--- src/rtl/rr_arbiter_4_pkg.sv ---
// Shared definitions for the 4-way round-robin arbiter: FSM encoding and the
// default grant-hold limit.
package rr_arbiter_4_pkg;

  typedef enum logic {
    ST_IDLE  = 1'b0,
    ST_GRANT = 1'b1
  } state_e;

  localparam int unsigned MAX_HOLD_DEFAULT = 8;

endpackage

--- src/rtl/rr_grant_decode.sv ---
// Expands the 2-bit winner index into a one-hot grant; en_i low forces all-zero.
module rr_grant_decode (
  input  logic [1:0] idx_i,
  input  logic       en_i,
  output logic [3:0] gnt_o
);

  always_comb begin
    gnt_o = 4'b0000;
    if (en_i) begin
      case (idx_i)
        2'd0:    gnt_o = 4'b0001;
        2'd1:    gnt_o = 4'b0010;
        2'd2:    gnt_o = 4'b0100;
        2'd3:    gnt_o = 4'b1000;
        default: gnt_o = 4'b0000;
      endcase
    end else begin
      gnt_o = 4'b0000;
    end
  end

endmodule

--- src/rtl/rr_arbiter_4.sv ---
// Four-requester round-robin arbiter with a bounded grant-hold time and
// zero-bubble handoff between owners.
module rr_arbiter_4
  import rr_arbiter_4_pkg::*;
#(
  parameter int unsigned MAX_HOLD = MAX_HOLD_DEFAULT
) (
  input  logic       clk,
  input  logic       rst,
  input  logic [3:0] req,
  output logic [3:0] gnt,
  output logic [1:0] gnt_idx,
  output logic       gnt_valid,
  output logic [7:0] hold_cnt
);

  localparam bit         LIMITED  = (MAX_HOLD != 0);
  localparam logic [7:0] HOLD_MAX = LIMITED ? 8'(MAX_HOLD - 1) : 8'd255;

  state_e     state_q, state_d;
  logic [1:0] ptr_q, ptr_d;
  logic [1:0] idx_q, idx_d;
  logic [7:0] hold_q, hold_d;
  logic [3:0] gnt_q, gnt_d;
  logic       en_d;

  logic [3:0] owner_oh_s;
  logic [3:0] cand_s;
  logic       found_s;
  logic [1:0] win_s;
  logic       expire_s;
  logic       release_s;

  assign owner_oh_s = 4'b0001 << idx_q;
  // While granted, the current owner is excluded so a release hands straight to someone else.
  assign cand_s     = (state_q == ST_GRANT) ? (req & ~owner_oh_s) : req;
  assign expire_s   = LIMITED && (hold_q == HOLD_MAX) && ((req & ~owner_oh_s) != 4'b0000);
  assign release_s  = !req[idx_q] || expire_s;

  always_comb begin
    logic [1:0] pos;
    found_s = 1'b0;
    win_s   = 2'd0;
    pos     = 2'd0;
    for (int k = 0; k < 4; k++) begin
      pos = ptr_q + 2'(k);
      if (!found_s && cand_s[pos]) begin
        found_s = 1'b1;
        win_s   = pos;
      end
    end
  end

  always_comb begin
    state_d = state_q;
    ptr_d   = ptr_q;
    idx_d   = idx_q;
    hold_d  = hold_q;
    en_d    = 1'b0;
    case (state_q)
      ST_IDLE: begin
        if (found_s) begin
          state_d = ST_GRANT;
          idx_d   = win_s;
          ptr_d   = win_s + 2'd1;
          hold_d  = 8'd0;
          en_d    = 1'b1;
        end else begin
          state_d = ST_IDLE;
        end
      end
      ST_GRANT: begin
        if (!release_s) begin
          en_d   = 1'b1;
          hold_d = (hold_q != HOLD_MAX) ? hold_q + 8'd1 : hold_q;
        end else if (found_s) begin
          en_d   = 1'b1;
          idx_d  = win_s;
          ptr_d  = win_s + 2'd1;
          hold_d = 8'd0;
        end else begin
          state_d = ST_IDLE;
          hold_d  = 8'd0;
        end
      end
      default: begin
        state_d = ST_IDLE;
        hold_d  = 8'd0;
      end
    endcase
  end

  rr_grant_decode u_decode (
    .idx_i (idx_d),
    .en_i  (en_d),
    .gnt_o (gnt_d)
  );

  always_ff @(posedge clk or posedge rst) begin
    if (rst) begin
      state_q <= ST_IDLE;
      ptr_q   <= 2'd0;
      idx_q   <= 2'd0;
      hold_q  <= 8'd0;
      gnt_q   <= 4'b0000;
    end else begin
      state_q <= state_d;
      ptr_q   <= ptr_d;
      idx_q   <= idx_d;
      hold_q  <= hold_d;
      gnt_q   <= gnt_d;
    end
  end

  assign gnt       = gnt_q;
  assign gnt_idx   = idx_q;
  assign gnt_valid = |gnt_q;
  assign hold_cnt  = hold_q;

endmodule
--- config.mk ---
export PLATFORM = sky130hd
export DESIGN_NAME = rr_arbiter_4
export DESIGN_NICKNAME = d
export VERILOG_FILES = /design/src/rtl/rr_arbiter_4_pkg.sv /design/src/rtl/rr_grant_decode.sv /design/src/rtl/rr_arbiter_4.sv
export SDC_FILE = /design/constraint.sdc
export NUM_CORES = 1
export LEC_CHECK = 0
export CORE_MARGIN = 3
export CORE_UTILIZATION = 50
export CTS_CLUSTER_DIAMETER = 200
export DETAILED_ROUTE_END_ITERATION = 10
export GPL_ROUTABILITY_DRIVEN = 0
export PLACE_DENSITY = 0.78
export RECOVER_POWER = 25
export SLEW_MARGIN = 20
export SYNTH_ARGS = -nofsm -noshare
export SYNTH_HDL_FRONTEND = slang
export SYNTH_HIERARCHICAL = 1
export SYNTH_SLANG_ARGS = --single-unit
--- constraint.sdc ---
create_clock -name clk -period 2.7 [get_ports clk]
set_clock_uncertainty 0.05 [all_clocks]
set_input_delay 0.54 -clock clk [delete_from_list [all_inputs] [get_ports clk]]
set_output_delay 0.54 -clock clk [all_outputs]
set_load 0.05 [all_outputs]
==> impl_metrics.yaml <==
critical_path:
  crit_chain: "clkdlybuf4s50_1 -> mux2_1 -> o22ai_1 -> o311ai_1 -> buf_4 -> inv_2 -> or4_1 -> and3_2"
  worst-path-buf-inv: 3
  critical_path_required_ns: 2.85
  crit_arrival_ns: 2.75
  critPathLaunch: "req[3]"
  cp-start-kind: "primary input"
  r2r_start: "hold_cnt[0]$_DFFE_PP0P_"
  r2r-end: "gnt[3]$_DFF_PP0_"
  crit_fanout: 6
  cp_num_cells: 8
  slowest_stage: "or4_1"
  ff2ff_setup_slack_ns: 0.19
  endpoint_kind: "flip-flop"
  setup.worst_path.class: "in -> reg"
  critPathCapture: "gnt[3]$_DFF_PP0_"
  cp_top_family: "simple AND/OR/NAND/NOR gates"
  reg2regPathDepth: 8
  max_stage_delay_ns: 0.58
logic_synthesis:
  ys_ff_latch: 17
  synth_ff_type: "dfrtp_1"
  syn_avg_cell_area_um2: 9.46
  ys_types: 47
  synth_area_um2: 1070
  synth_cells: 113
  synth_fp_nets: 120
  yosysWarnings: 6
  seq_area_frac_synth_pct: 39.8
  synth_edf_count: 0
  async_flop_share_pct: 100
sta:
  max_freq_ghz: 0.385
  tightest_slew_ns: 0.620
  timing.hold.ws_ns: 0.480
  fin_crit_ns: 2.60
  finalSetupViolCount: 0
  rsz0062_at_grt: "false"
  period_share_pct: 96.3
  setup_tns_ns: 0
  slew_viol_final: 0
  hold_viol: 0
  setup_slack_ns: 0.100
  slew_headroom_pct: 58.6
placed_design:
  placed_cell_area_um2: 1380
  place_hpwl_um: 1890
  portBuffers: 20
  place_inst: 171
  place_ws_ns: -0.219
clock_network:
  cts_hold_buf: 0
  clk_latency_ns: 0.30
  clock_sinks: 17
  cts_buffer_depth: 2
  cts_tree: "done"
  cts.clk_slew.worst_paths_ns: 0.10
  cts_root_buffer: "clkbuf_4"
  cts_setup_buffers: 0
  cts_resized: 0
  htree_levels: 1
  cts_made_buffers: 3
die:
  die_h_um: 52.2
  die_w_um: 52.2
  core_area_um2: 2000
  die_area_um2: 2730
  start_util_pct: 53.4
  rows: 16
  io_pins: 21
status:
  status: "complete, no violations"
layout:
  syn2layout_area_growth_pct: 32.1
  drive_above_1_share_pct: 18.2
  layout_commonest_cell: "clkdlybuf4s50_1"
  nets: 156
  n_antenna_cell: 0
  fin_util_pct: 70.5
  stdcell_area_um2: 1410
  final_cell_mix: "19 x clkdlybuf4s50_1, 17 x dfrtp_1, 14 x nand2_1, 14 x buf_4, 7 x o21ai_0"
  stdcell_count: 175
route:
  ant_nets: 0
  wl_per_cell_um: 13.9
  firstDrtPassIters: 4
  dr_total_vias: 1011
  drc: 0
  detail_route.vias_per_cell: 5.78
  initialDrtViolationCount: 25
  wl_um: 2440
global_route:
  gr-usage-all-layers_pct: 21.7
  antenna_found_initial: 0
  grt_pass1_wl_um: 4450
  grt_max_degree: 18
  grt_overflow_total: 0
  grt_pass1_vias: 942
hold_path:
  min_path_type: "reg -> reg"
pwr:
  p_leak_nw: 0.619
  power.total_mw: 1.55
  power_density_nw_per_um2: 1100
  worst_ir_drop_vdd_mv: 0.709
job:
  cap_violations: 0
-- power breakdown --
part / total (mW) / switching [mW] / internal [mW]
registers: 0.421 / 0.0942 / 0.326
clock network: 0.137 / 0.0816 / 0.0553
logic: 0.994 / 0.544 / 0.450
-- logic make-up after synthesis --
group | share of synthesized area, %
and+or+nand+nor | 27.1
AOI/OAI and AO/OA | 20.6
DFF | 39.8
buffers and inverters | 4.33
xor gates and xnor gates | 2.46
muxes | 4.57
adders and majority gates | 1.17
-- registers in the layout (all words and copies together) (netlist names) --
| name | flops |
|---|---|
| gnt | 4 |
| hold_cnt | 8 |
| state_q | 1 |
| ptr_q | 2 |
| gnt_idx | 2 |
-- final cells by class --
type | count | area [µm²]
tap | 27 | 33.8
clock inverter | 1 | 5.00
inverter | 6 | 22.5
sequential | 17 | 425
timing repair buffer | 34 | 305
clock buffer | 3 | 22.5
fill | 158 | 591
multi-input combinational | 87 | 597
-- routing by layer --
metal | track usage [%] | vias up | part of all wire [%] | routed length, µm
met5 | 0 | - | 0 | 0
met3 | 6.27 | 4 | 3.6 | 88
met4 | 5.53 | 0 | 1.6 | 39
met2 | 32.6 | 23 | 48 | 1160
met1 | 30.7 | 479 | 47 | 1150
li1 | - | 505 | - | -
-- how the worst min path moves through the flow --
stage	start	end	slack, ns	depth (start not counted)
3_5_place_dp	hold_cnt[7]$_DFFE_PP0P_	hold_cnt[7]$_DFFE_PP0P_	0.47	1
4_1_cts	hold_cnt[7]$_DFFE_PP0P_	hold_cnt[7]$_DFFE_PP0P_	0.48	1
3_3_place_gp	hold_cnt[7]$_DFFE_PP0P_	hold_cnt[7]$_DFFE_PP0P_	0.45	1
6_report	hold_cnt[7]$_DFFE_PP0P_	hold_cnt[7]$_DFFE_PP0P_	0.48	1
2_1_floorplan	rst	gnt[0]$_DFF_PP0_	0.42	1
5_1_grt	hold_cnt[7]$_DFFE_PP0P_	hold_cnt[7]$_DFFE_PP0P_	0.53	1
-- cells in the mapped netlist, drive strengths merged, types with 2 or more instances --
master	number	area share, %
a221oi	2	1.6
nor4	3	1.8
nor2	6	2.1
or4	3	2.1
mux2	2	2.5
o21ai	10	4.7
nor3b	3	3.0
dfrtp	17	40
nand2	14	4.9
a31oi	3	1.8
and3	3	1.9
and3b	4	3.3
xnor2	2	1.6
o31ai	2	1.4
a21oi	2	0.94
buf	3	2.2
a211oi	2	2.3
inv	6	2.1
nand3	4	1.9
or3b	2	1.9
nor3	2	0.94
Power figures use the tool's default switching activity.
